**config.mk**
```make
export PLATFORM = sky130hd
export DESIGN_NAME = prefetch_refill_ctrl
export DESIGN_NICKNAME = d
export VERILOG_FILES = /design/src/rtl/pifo_pkg.sv /design/src/rtl/rr_arbiter.sv /design/src/rtl/prefetch_refill_ctrl.sv
export SDC_FILE = /design/constraint.sdc
export NUM_CORES = 1
export LEC_CHECK = 0
export CORE_UTILIZATION = 35
export DETAILED_ROUTE_END_ITERATION = 7
export SYNTH_ARGS = -nofsm -noshare
export SYNTH_HDL_FRONTEND = slang
export SYNTH_SLANG_ARGS = --single-unit
```
**constraint.sdc**
```tcl
create_clock -name clk -period 4 [get_ports clk]
set_clock_uncertainty 0.15 [all_clocks]
set_input_delay 0.4 -clock clk [delete_from_list [all_inputs] [get_ports clk]]
set_output_delay 0.4 -clock clk [all_outputs]
set_load 0.01 [all_outputs]
```
**src/rtl/pifo_pkg.sv**
```systemverilog
// Shared types and helpers for the prefetch refill controller.
package pifo_pkg;

    // Refill FSM: arbitrate, request, wait for the single outstanding response, push.
    typedef enum logic [1:0] {
        StIdle,
        StReq,
        StWaitRsp,
        StPush
    } refill_state_t;

    // Increment modulo n.
    function automatic int unsigned wrap_inc(input int unsigned v, input int unsigned n);
        return (v + 32'd1 >= n) ? 32'd0 : v + 32'd1;
    endfunction

endpackage

```
**src/rtl/rr_arbiter.sv**
```systemverilog
// Round-robin picker: first set request at or after ptr, wrapping around.
module rr_arbiter #(
    parameter int unsigned NUM_FLOWS = 16,
    parameter int unsigned IDX_WIDTH = $clog2(NUM_FLOWS + 1)
) (
    input  logic [NUM_FLOWS-1:0] req,
    input  logic [IDX_WIDTH-1:0] ptr,
    output logic                 gnt_valid,
    output logic [IDX_WIDTH-1:0] gnt_idx
);

    logic [NUM_FLOWS-1:0] rot;
    int unsigned          pos;

    // Rotate so that bit 0 corresponds to the flow at ptr.
    assign rot = NUM_FLOWS'({req, req} >> ptr);

    // Lowest set bit of the rotated vector, mapped back to a flow index.
    always_comb begin
        gnt_valid = 1'b0;
        gnt_idx   = '0;
        pos       = 0;
        for (int unsigned k = 0; k < NUM_FLOWS; k++) begin
            if (!gnt_valid && rot[k]) begin
                gnt_valid = 1'b1;
                pos       = 32'(ptr) + k;
                if (pos >= NUM_FLOWS) begin
                    pos = pos - NUM_FLOWS;
                end
                gnt_idx = IDX_WIDTH'(pos);
            end
        end
    end

endmodule

```
**src/rtl/prefetch_refill_ctrl.sv**
```systemverilog
// Refill controller: tracks per-flow backlog and prefetch occupancy, and moves one
// element at a time from the backing store into the prefetch buffer.
module prefetch_refill_ctrl
    import pifo_pkg::*;
#(
    parameter int unsigned NUM_FLOWS     = 16,
    parameter int unsigned DEPTH         = 1,
    parameter int unsigned DATA_WIDTH    = 8,
    parameter int unsigned BACKLOG_WIDTH = 8,
    localparam int unsigned IDX_WIDTH    = $clog2(NUM_FLOWS + 1),
    localparam int unsigned CNT_WIDTH    = $clog2(DEPTH + 1)
) (
    input  logic                  clk,
    input  logic                  reset,
    input  logic                  i__enq_valid,
    input  logic [IDX_WIDTH-1:0]  i__enq_flow_id,
    output logic                  o__enq_overflow,
    output logic                  o__fetch_req_valid,
    output logic [IDX_WIDTH-1:0]  o__fetch_req_flow_id,
    input  logic                  i__fetch_req_ready,
    input  logic                  i__fetch_rsp_valid,
    input  logic [DATA_WIDTH-1:0] i__fetch_rsp_data,
    output logic                  o__push_valid,
    output logic [IDX_WIDTH-1:0]  o__push_flow_id,
    output logic [DATA_WIDTH-1:0] o__push_data,
    input  logic                  i__pop,
    input  logic [IDX_WIDTH-1:0]  i__pop_flow_id,
    input  logic                  i__reinsert_valid,
    output logic                  o__pop_underflow,
    output logic                  o__busy
);

    refill_state_t           state_q, state_d;
    logic [IDX_WIDTH-1:0]    flow_q, flow_d;
    logic [IDX_WIDTH-1:0]    rr_ptr_q, rr_ptr_d;
    logic [DATA_WIDTH-1:0]   data_q, data_d;
    logic [BACKLOG_WIDTH-1:0] backlog_q [NUM_FLOWS];
    logic [BACKLOG_WIDTH-1:0] backlog_d [NUM_FLOWS];
    logic [CNT_WIDTH-1:0]    occ_q [NUM_FLOWS];
    logic [CNT_WIDTH-1:0]    occ_d [NUM_FLOWS];
    logic                    enq_overflow_q, enq_overflow_d;
    logic                    pop_underflow_q, pop_underflow_d;

    logic [NUM_FLOWS-1:0]    eligible;
    logic [NUM_FLOWS-1:0]    enq_hit, acc_hit, pop_hit;
    logic                    enq_ok, pop_ok, req_accept;
    logic                    grant_valid;
    logic [IDX_WIDTH-1:0]    grant_idx;

    // Out-of-range flow ids are dropped at the boundary.
    assign enq_ok     = i__enq_valid && (i__enq_flow_id < IDX_WIDTH'(NUM_FLOWS));
    assign pop_ok     = i__pop && (i__pop_flow_id < IDX_WIDTH'(NUM_FLOWS));
    assign req_accept = (state_q == StReq) && i__fetch_req_ready;

    // Per-flow decode of the three counter events and eligibility from registered counts.
    always_comb begin
        for (int unsigned f = 0; f < NUM_FLOWS; f++) begin
            enq_hit[f]  = enq_ok && (i__enq_flow_id == IDX_WIDTH'(f));
            acc_hit[f]  = req_accept && (flow_q == IDX_WIDTH'(f));
            pop_hit[f]  = pop_ok && (i__pop_flow_id == IDX_WIDTH'(f));
            eligible[f] = (backlog_q[f] != '0) && (occ_q[f] < CNT_WIDTH'(DEPTH));
        end
    end

    rr_arbiter #(
        .NUM_FLOWS (NUM_FLOWS),
        .IDX_WIDTH (IDX_WIDTH)
    ) u_rr_arbiter (
        .req       (eligible),
        .ptr       (rr_ptr_q),
        .gnt_valid (grant_valid),
        .gnt_idx   (grant_idx)
    );

    // Backlog and occupancy next state; simultaneous inc/dec on a flow cancel out.
    always_comb begin
        enq_overflow_d  = 1'b0;
        pop_underflow_d = 1'b0;
        for (int unsigned f = 0; f < NUM_FLOWS; f++) begin
            backlog_d[f] = backlog_q[f];
            occ_d[f]     = occ_q[f];

            if (enq_hit[f] && !acc_hit[f]) begin
                if (backlog_q[f] == '1) begin
                    enq_overflow_d = 1'b1;
                end else begin
                    backlog_d[f] = backlog_q[f] + BACKLOG_WIDTH'(1);
                end
            end else if (acc_hit[f] && !enq_hit[f]) begin
                backlog_d[f] = backlog_q[f] - BACKLOG_WIDTH'(1);
            end

            if (pop_hit[f] && (occ_q[f] == '0)) begin
                pop_underflow_d = 1'b1;
            end
            // A pop on an empty flow is clamped; a reinserted pop keeps its slot.
            if (acc_hit[f] && !(pop_hit[f] && !i__reinsert_valid && (occ_q[f] != '0))) begin
                occ_d[f] = occ_q[f] + CNT_WIDTH'(1);
            end else if (!acc_hit[f] && pop_hit[f] && !i__reinsert_valid &&
                         (occ_q[f] != '0)) begin
                occ_d[f] = occ_q[f] - CNT_WIDTH'(1);
            end
        end
    end

    // FSM next state and latched flow/data/pointer.
    always_comb begin
        state_d  = state_q;
        flow_d   = flow_q;
        data_d   = data_q;
        rr_ptr_d = rr_ptr_q;
        unique case (state_q)
            StIdle: begin
                if (grant_valid) begin
                    flow_d  = grant_idx;
                    state_d = StReq;
                end
            end
            StReq: begin
                if (i__fetch_req_ready) begin
                    rr_ptr_d = IDX_WIDTH'(wrap_inc(32'(flow_q), NUM_FLOWS));
                    state_d  = StWaitRsp;
                end
            end
            StWaitRsp: begin
                if (i__fetch_rsp_valid) begin
                    data_d  = i__fetch_rsp_data;
                    state_d = StPush;
                end
            end
            StPush: begin
                state_d = StIdle;
            end
            default: state_d = StIdle;
        endcase
    end

    // State registers with synchronous reset; reset also abandons any transaction in flight.
    always_ff @(posedge clk) begin
        if (reset) begin
            state_q         <= StIdle;
            flow_q          <= '0;
            data_q          <= '0;
            rr_ptr_q        <= '0;
            enq_overflow_q  <= 1'b0;
            pop_underflow_q <= 1'b0;
            for (int unsigned f = 0; f < NUM_FLOWS; f++) begin
                backlog_q[f] <= '0;
                occ_q[f]     <= '0;
            end
        end else begin
            state_q         <= state_d;
            flow_q          <= flow_d;
            data_q          <= data_d;
            rr_ptr_q        <= rr_ptr_d;
            enq_overflow_q  <= enq_overflow_d;
            pop_underflow_q <= pop_underflow_d;
            for (int unsigned f = 0; f < NUM_FLOWS; f++) begin
                backlog_q[f] <= backlog_d[f];
                occ_q[f]     <= occ_d[f];
            end
        end
    end

    // Outputs decode from state only; ids and data read as zero when not valid.
    always_comb begin
        o__fetch_req_valid   = (state_q == StReq);
        o__fetch_req_flow_id = (state_q == StReq) ? flow_q : '0;
        o__push_valid        = (state_q == StPush);
        o__push_flow_id      = (state_q == StPush) ? flow_q : '0;
        o__push_data         = (state_q == StPush) ? data_q : '0;
        o__busy              = (state_q != StIdle);
        o__enq_overflow      = enq_overflow_q;
        o__pop_underflow     = pop_underflow_q;
    end

endmodule
```
==> impl_metrics.xml, run 1 <==
<?xml version="1.0" encoding="UTF-8"?>
<metrics>
  <group name="die">
    <metric name="die_outline_area" unit="mm²">0.0409</metric>
    <metric name="area_of_the_core" unit="mm²">0.0391</metric>
    <metric name="die-width" unit="µm">202</metric>
    <metric name="num_io_pins" unit="">48</metric>
    <metric name="rows" unit="">72</metric>
    <metric name="initial_core_util" unit="%">35.9</metric>
    <metric name="die_h" unit="µm">202</metric>
  </group>
  <group name="layout">
    <metric name="drive_gt1_share" unit="%">16.4</metric>
    <metric name="area_delta_synth_final" unit="%">21.8</metric>
    <metric name="num-nets-final" unit="">2059</metric>
    <metric name="antennaDiodeCount" unit="">0</metric>
    <metric name="instances_no_fill" unit="">2431</metric>
  </group>
  <group name="yosys">
    <metric name="synth.largest_area_cell" unit="">dfxtp_1</metric>
    <metric name="synthMostInstantiatedCell" unit="">nor2_1</metric>
    <metric name="yosys_warnings" unit="">0</metric>
    <metric name="ys_async_sr_fraction" unit="%">0</metric>
    <metric name="synth_enable_flop_cells" unit="">0</metric>
    <metric name="yosys.area.top_type_share" unit="%">23.7</metric>
    <metric name="yosys-top-cells-count" unit="">nor2_1, dfxtp_1, ha_1, a21oi_1, a21o_1</metric>
    <metric name="most_area_consuming_cells_after_synthesis" unit="">dfxtp_1, ha_1, nor2_1, mux2i_1, a21o_1</metric>
    <metric name="synth.ff_latch_count" unit="">166</metric>
    <metric name="synth_flop_cell" unit="">dfxtp_1</metric>
    <metric name="syn_area_per_cell" unit="µm²">8.31</metric>
    <metric name="syn_nets" unit="">1848</metric>
    <metric name="yosysSeqAreaShare" unit="%">23.7</metric>
    <metric name="area_of_the_mapped_netlist" unit="mm²">0.0140</metric>
    <metric name="post_synth_inst_count" unit="">1689</metric>
    <metric name="synthDistinctLibCells" unit="">95</metric>
  </group>
  <group name="timing">
    <metric name="setup-violations-final" unit="">0</metric>
    <metric name="hold-worst-slack" unit="ns">0.301</metric>
    <metric name="finalHoldViolations" unit="">0</metric>
    <metric name="worstMarginPinSlew" unit="ns">0.870</metric>
    <metric name="final_max_slew_viol_count" unit="">0</metric>
    <metric name="layout_worst_path_cycle_share" unit="%">96.3</metric>
    <metric name="finalWorstPathRequiredPeriod" unit="ns">3.85</metric>
    <metric name="max-slew-margin-rel" unit="%">40.5</metric>
    <metric name="achievable-frequency" unit="MHz">260</metric>
  </group>
  <group name="critical_path">
    <metric name="timing.critical_path.to_type" unit="">flop</metric>
    <metric name="critPathSlowestCell" unit="">a2111oi_0</metric>
    <metric name="setup.reg_to_reg.worst_slack" unit="ns">0.15</metric>
    <metric name="crit-reg2reg-launch" unit="">rr_ptr_q[1]$_SDFFE_PP0P_</metric>
    <metric name="reg2regPathDepth" unit="">14</metric>
    <metric name="worstPathCellList" unit="">buf_4, nand2b_1, a2111oi_0, a2111oi_2, o311ai_2, a221o_2, buf_4, inv_2, o211ai_2, nor2_1, a2111oi_1, nand2_1, a2111oi_0, o41ai_1</metric>
    <metric name="worst_path_largest_cell_delay" unit="ns">0.83</metric>
    <metric name="critPathMaxFanout" unit="">9</metric>
    <metric name="start_kind" unit="">flop</metric>
    <metric name="reg2reg_to" unit="">flow_q[0]$_SDFFE_PP0P_</metric>
    <metric name="cp_data_required_time" unit="ns">4.15</metric>
    <metric name="worst-setup-path-type" unit="">reg2reg</metric>
    <metric name="crit_arrival" unit="ns">4.00</metric>
  </group>
  <group name="route">
    <metric name="route.detailed.wl_per_inst" unit="µm">17.6</metric>
    <metric name="postRouteWirelength" unit="µm">42800</metric>
    <metric name="vias_per_cell" unit="">5.58</metric>
    <metric name="drt_pre_antenna_iters" unit="">5</metric>
    <metric name="post_drt_antenna_nets" unit="">0</metric>
    <metric name="remaining_drc_errors" unit="">0</metric>
    <metric name="routed-via-count" unit="">13600</metric>
    <metric name="drt_first_iter_violations" unit="">1027</metric>
  </group>
  <group name="cts">
    <metric name="cts.hold.buffers_added" unit="">0</metric>
    <metric name="tritoncts_clock_tree" unit="">done</metric>
    <metric name="clock_tree.root_cell" unit="">clkbuf_16</metric>
    <metric name="tritoncts.num_buffers" unit="">17</metric>
    <metric name="htreeDepth" unit="">4</metric>
    <metric name="cts_max_path_buffers" unit="">2</metric>
    <metric name="path_clk_slew" unit="ns">0.07</metric>
    <metric name="clk_sink_count" unit="">166</metric>
    <metric name="worstSkewPairLatency" unit="ns">0.45</metric>
  </group>
  <group name="power">
    <metric name="static-leakage-power" unit="nW">7.13</metric>
    <metric name="ir_drop" unit="µV">342</metric>
    <metric name="powerDensity" unit="mW/mm²">443</metric>
  </group>
  <group name="place">
    <metric name="dpl.hpwl" unit="µm">33400</metric>
    <metric name="final_weighted_congestion_of_routability_driven_global_placement" unit="">0.951</metric>
    <metric name="place.port_buffers" unit="">47</metric>
    <metric name="placed_cells" unit="">2397</metric>
  </group>
  <group name="flow_run">
    <metric name="maxCapViolations" unit="">0</metric>
  </group>
  <group name="run_status">
    <metric name="outcome" unit="">complete, no violations</metric>
  </group>
  <group name="global_routing">
    <metric name="overflow" unit="">0</metric>
    <metric name="number_of_antenna_violations_at_the_first_check_in_global_routing" unit="">0</metric>
    <metric name="groute.usage.overall" unit="%">20.9</metric>
    <metric name="grt_max_degree" unit="">66</metric>
    <metric name="grt_pass1_wl" unit="µm">69000</metric>
    <metric name="first_global_vias" unit="">13000</metric>
  </group>
  <group name="min_path">
    <metric name="hold-path-endpoint" unit="">data_q[7]$_SDFFE_PP0P_</metric>
    <metric name="worstHoldPathCells" unit="">2</metric>
    <metric name="timing.hold.worst.start" unit="">data_q[7]$_SDFFE_PP0P_</metric>
    <metric name="worstHoldPathType" unit="">reg2reg</metric>
  </group>
</metrics>
## sequential cells by signal, indices dropped and copies added (netlist names)
register	cells
rr_ptr_q	5
occ_q	16
flow_q	5
data_q	8
o__pop_underflow	1
backlog_q	128
o__enq_overflow	1
state_q	2
## critical path, delay by kind of cell, from the launching register on
| family | cells | cell delay [ns] |
|---|---|---|
| DFF | 1 | 0.37 |
| and+or+nand+nor | 3 | 0.41 |
| AOI/OAI and AO/OA | 8 | 2.44 |
| buffers and inverters | 3 | 0.34 |
## power breakdown
group          leakage, nW  total [W]  internal, W  switching (W)
registers             1.34    0.00188      0.00176       0.000124
logic                 5.51    0.00400      0.00184        0.00216
clock network        0.276    0.00169     0.000933       0.000756
total                 7.13    0.00757      0.00453        0.00304
## how the worst max path moves through the flow
stage | depth (start not counted) | startpoint | endpoint
2_1_floorplan | 18 | state_q[1]$_SDFFE_PP0P_ | backlog_q[1][55]$_SDFFE_PP0P_
3_3_place_gp | 18 | i__fetch_req_ready | backlog_q[0][39]$_SDFFE_PP0P_
3_5_place_dp | 16 | i__enq_flow_id[4] | backlog_q[0][7]$_SDFFE_PP0P_
4_1_cts | 14 | backlog_q[1][40]$_SDFFE_PP0P_ | flow_q[4]$_SDFFE_PP0P_
5_1_grt | 15 | backlog_q[1][33]$_SDFFE_PP0P_ | flow_q[0]$_SDFFE_PP0P_
6_report | 14 | rr_ptr_q[1]$_SDFFE_PP0P_ | flow_q[0]$_SDFFE_PP0P_
## layout by cell type (no fill, tap or decap), drive strengths merged, types with 8 or more instances in the layout
cell             n
fa              16
nand3           27
o21ai           67
a21oi          107
o211ai          14
mux2i           94
a31oi           15
nor2b           17
dfxtp          166
a211oi          46
xnor2           86
or3              9
ha             118
xor2            49
nand2b           9
o221ai           8
or2             16
and2            25
o21bai           9
a32oi           10
o22ai           12
a22oi           10
o21a             8
inv             50
clkdlybuf4s50   46
clkbuf          21
buf            205
nand2           77
nand4           41
nor2           253
a2111oi         10
a21o           106
nor4            40
nor3            31
## stage by stage
step / total power [W] / worst slack [ns] / utilization (%) / instance area, µm² / setup TNS (ns)
after global placement: 0.00570 / 0.0821 / 41.9 / 16400 / 0
after detailed placement: 0.00573 / 0.0287 / 41.9 / 16400 / 0
after CTS: 0.00744 / 0.0496 / 43.4 / 17000 / 0
after floorplan: 0.00426 / 0.366 / - / 14000 / 0
final: 0.00757 / 0.147 / 43.7 / 17100 / 0
after global routing: 0.00802 / -0.0317 / 43.7 / 17100 / -0.0317
## kinds of logic (layout without fill, tap and decap cells)
logic type      count (synthesis)  after routing  synth area share (%)
xor+xnor                      135            135                  8.42
compound gates                477            477                  23.7
buf+inv                       107            331                  3.49
fa+ha+maj                     134            134                  12.8
simple gates                  571            571                  20.5
flops                         166            166                  23.7
mux                            99             99                  7.42
## what timing repair did
item,in CTS,in global routing
setup buffers,0,2
endpoints found under the setup margin,0,12
resized for setup,0,24
## layer usage
metal / part of all wire, % / global-route usage [%]
met5: 0 / 0
met4: 3.4 / 8.65
met1: 47 / 28.5
met2: 44 / 32.5
met3: 6.0 / 3.71
## area by class of cell
class	instances	area [µm²]
well taps	518	648
flip-flops and latches	166	3320
clock buffers	21	480
inverters	48	180
fillers	3919	22000
clock inverters	11	114
multi-input cells	1416	10300
repair buffers	251	2020
Note: power is estimated with default switching activity, not from simulation.
==> inputs of run 2 (changes only) <==
--- a/config.mk
+++ b/config.mk
@@ -7,6 +7,8 @@
 export LEC_CHECK = 0
 export CORE_UTILIZATION = 35
 export DETAILED_ROUTE_END_ITERATION = 7
+export REMOVE_ABC_BUFFERS = 1
+export SKIP_LAST_GASP = 1
 export SYNTH_ARGS = -nofsm -noshare
 export SYNTH_HDL_FRONTEND = slang
 export SYNTH_SLANG_ARGS = --single-unit
==> run 2 against run 1 <==
Against the previous run: final area fell by 1.1%; critical path depth stayed put; via count down 1.0%; die area stayed put; non-clock buffer count shrank 24; routed wire length is 1.5% lower; largest cell class unchanged; highest routed layer unchanged.
==> impl_metrics.xml, run 2 (same netlist as run 1, synthesis figures left out) <==
<?xml version="1.0" encoding="UTF-8"?>
<metrics>
  <group name="run_status">
    <metric name="outcome" unit="">complete, no violations</metric>
  </group>
  <group name="power">
    <metric name="static-leakage-power" unit="nW">7.03</metric>
    <metric name="ir_drop" unit="µV">353</metric>
    <metric name="powerDensity" unit="mW/mm²">441</metric>
  </group>
  <group name="cts">
    <metric name="clk_sink_count" unit="">166</metric>
    <metric name="htreeDepth" unit="">4</metric>
    <metric name="clock_tree.root_cell" unit="">clkbuf_16</metric>
    <metric name="path_clk_slew" unit="ns">0.07</metric>
    <metric name="worstSkewPairLatency" unit="ns">0.46</metric>
    <metric name="tritoncts_clock_tree" unit="">done</metric>
    <metric name="cts_max_path_buffers" unit="">2</metric>
    <metric name="tritoncts.num_buffers" unit="">17</metric>
  </group>
  <group name="layout">
    <metric name="drive_gt1_share" unit="%">15.0</metric>
    <metric name="fillerInstances" unit="">3906</metric>
    <metric name="top_register" unit="">backlog_q</metric>
    <metric name="antennaDiodeCount" unit="">0</metric>
    <metric name="biggestRegsByFlops" unit="">backlog_q: 128 flops, occ_q: 16 flops, data_q: 8 flops</metric>
    <metric name="postLayoutCoreUtil" unit="%">43.2</metric>
    <metric name="area_delta_synth_final" unit="%">20.4</metric>
    <metric name="largest_register_ffs" unit="">128</metric>
    <metric name="final_cell_mix" unit="">nor2_1, buf_4, dfxtp_1</metric>
    <metric name="layout.cells.most_common" unit="">nor2_1</metric>
    <metric name="num-nets-final" unit="">2035</metric>
  </group>
  <group name="global_routing">
    <metric name="grt_max_degree" unit="">91</metric>
    <metric name="grt_pass1_wl" unit="µm">69300</metric>
    <metric name="groute.usage.overall" unit="%">20.8</metric>
    <metric name="number_of_antenna_violations_at_the_first_check_in_global_routing" unit="">0</metric>
    <metric name="first_global_vias" unit="">13200</metric>
    <metric name="overflow" unit="">0</metric>
  </group>
  <group name="die">
    <metric name="die_h" unit="µm">202</metric>
    <metric name="num_io_pins" unit="">48</metric>
    <metric name="initial_core_util" unit="%">35.9</metric>
    <metric name="area_of_the_core" unit="mm²">0.0391</metric>
    <metric name="rows" unit="">72</metric>
    <metric name="die_outline_area" unit="mm²">0.0409</metric>
    <metric name="die-width" unit="µm">202</metric>
  </group>
  <group name="route">
    <metric name="vias_per_cell" unit="">5.58</metric>
    <metric name="routed-via-count" unit="">13400</metric>
    <metric name="postRouteWirelength" unit="µm">42200</metric>
    <metric name="drt_pre_antenna_iters" unit="">6</metric>
    <metric name="remaining_drc_errors" unit="">0</metric>
    <metric name="route.detailed.wl_per_inst" unit="µm">17.5</metric>
    <metric name="drt_first_iter_violations" unit="">1174</metric>
    <metric name="post_drt_antenna_nets" unit="">0</metric>
  </group>
  <group name="timing">
    <metric name="setup-violations-final" unit="">0</metric>
    <metric name="worst_slack" unit="ns">0.143</metric>
    <metric name="rsz0062_at_grt" unit="">true</metric>
    <metric name="worstMarginPinSlew" unit="ns">0.902</metric>
    <metric name="finalWorstPathRequiredPeriod" unit="ns">3.86</metric>
    <metric name="final_max_slew_viol_count" unit="">0</metric>
    <metric name="max-slew-margin-rel" unit="%">39.5</metric>
    <metric name="achievable-frequency" unit="MHz">259</metric>
    <metric name="finalHoldViolations" unit="">0</metric>
    <metric name="totalNegativeSetupSlack" unit="ns">0</metric>
    <metric name="layout_worst_path_cycle_share" unit="%">96.4</metric>
  </group>
  <group name="critical_path">
    <metric name="reg2regPathDepth" unit="">14</metric>
    <metric name="crit_arrival" unit="ns">4.05</metric>
    <metric name="critPathMaxFanout" unit="">7</metric>
    <metric name="cp_data_required_time" unit="ns">4.19</metric>
    <metric name="worst-setup-path-type" unit="">reg2reg</metric>
    <metric name="timing.critical_path.to_type" unit="">flop</metric>
    <metric name="start_kind" unit="">flop</metric>
  </group>
  <group name="place">
    <metric name="place.port_buffers" unit="">47</metric>
    <metric name="detailedPlace.worstSlack" unit="ns">-0.0709</metric>
    <metric name="dpl.hpwl" unit="µm">33300</metric>
    <metric name="final_weighted_congestion_of_routability_driven_global_placement" unit="">1.01</metric>
  </group>
  <group name="min_path">
    <metric name="worstHoldPathType" unit="">in2reg</metric>
    <metric name="worstHoldPathCells" unit="">2</metric>
  </group>
  <group name="flow_run">
    <metric name="maxCapViolations" unit="">0</metric>
  </group>
</metrics>
==> run 2: cell count changes in the layout (fill, tap and decap cells not counted), moves of 3 or more <==
cell,change
a2111oi_1,+3
buf_4,-24
clkinv_2,+3
clkinvlp_4,-4
==> run 2: layout make-up <==
cell class | count | area, µm² | share of cell area [%]
Timing Repair Buffer | 227 | 1840 | 10.9
Inverter | 48 | 180 | 1.07
Clock buffer | 21 | 460 | 2.72
Sequential cell | 166 | 3320 | 19.7
Tap cell | 518 | 648 | 3.83
Clock inverter | 11 | 148 | 0.873
Multi-Input combinational cell | 1416 | 10300 | 61.0
==> run 2: repair_timing <==
action,in CTS,in global routing
pin swaps,0,2
hold buffers,0,0
resized for setup,1,19
setup buffers,0,1
setup endpoints to repair,1,10
==> run 2: worst paths after layout <==
kind,start,end,slack [ns]
min,reset,data_q[0]$_SDFFE_PP0P_,0.11
max,rr_ptr_q[1]$_SDFFE_PP0P_,flow_q[0]$_SDFFE_PP0P_,0.14
max reg2reg,rr_ptr_q[1]$_SDFFE_PP0P_,flow_q[0]$_SDFFE_PP0P_,0.14
min reg2reg,data_q[5]$_SDFFE_PP0P_,data_q[5]$_SDFFE_PP0P_,0.30
==> run 2: layer usage <==
metal | part of all wire (%) | vias to the layer above | GRT usage, %
li1 | - | 6604 | -
met2 | 47 | 356 | 34.5
met4 | 3.0 | 0 | 8.24
met5 | 0 | - | 0
met3 | 5.1 | 94 | 3.72
met1 | 45 | 6370 | 26.6
==> run 2: where the power goes <==
| group | switching, W | internal (W) |
|---|---|---|
| registers | 0.000127 | 0.00176 |
| logic | 0.00210 | 0.00173 |
| clock network | 0.000732 | 0.00102 |
| total | 0.00296 | 0.00450 |
==> run 2: worst max-delay path, cell delays in order, from the launching register on <==
cell and delay (ns):
dfxtp_1 0.38, or2_2 0.34, a2111oi_1 0.57, a2111oi_1 0.14, buf_4 0.18, o311ai_1 0.12, a221o_2 0.33, buf_4 0.17
inv_2 0.07, o211ai_2 0.11, nor2_1 0.11, a2111oi_1 0.44, nand2_1 0.16, a2111oi_1 0.36, o41ai_1 0.11
==> run 2: stage by stage <==
stage / std cells / hold WS [ns] / power, W / cell area [µm²]
2_1_floorplan: 1630 / 0.276 / 0.00417 / 13700
3_3_place_gp: 2374 / 0.288 / 0.00559 / 16200
3_5_place_dp: 2374 / 0.294 / 0.00563 / 16200
4_1_cts: 2406 / 0.102 / 0.00741 / 16800
5_1_grt: 2407 / 0.118 / 0.00791 / 16900
6_report: 2407 / 0.111 / 0.00746 / 16900
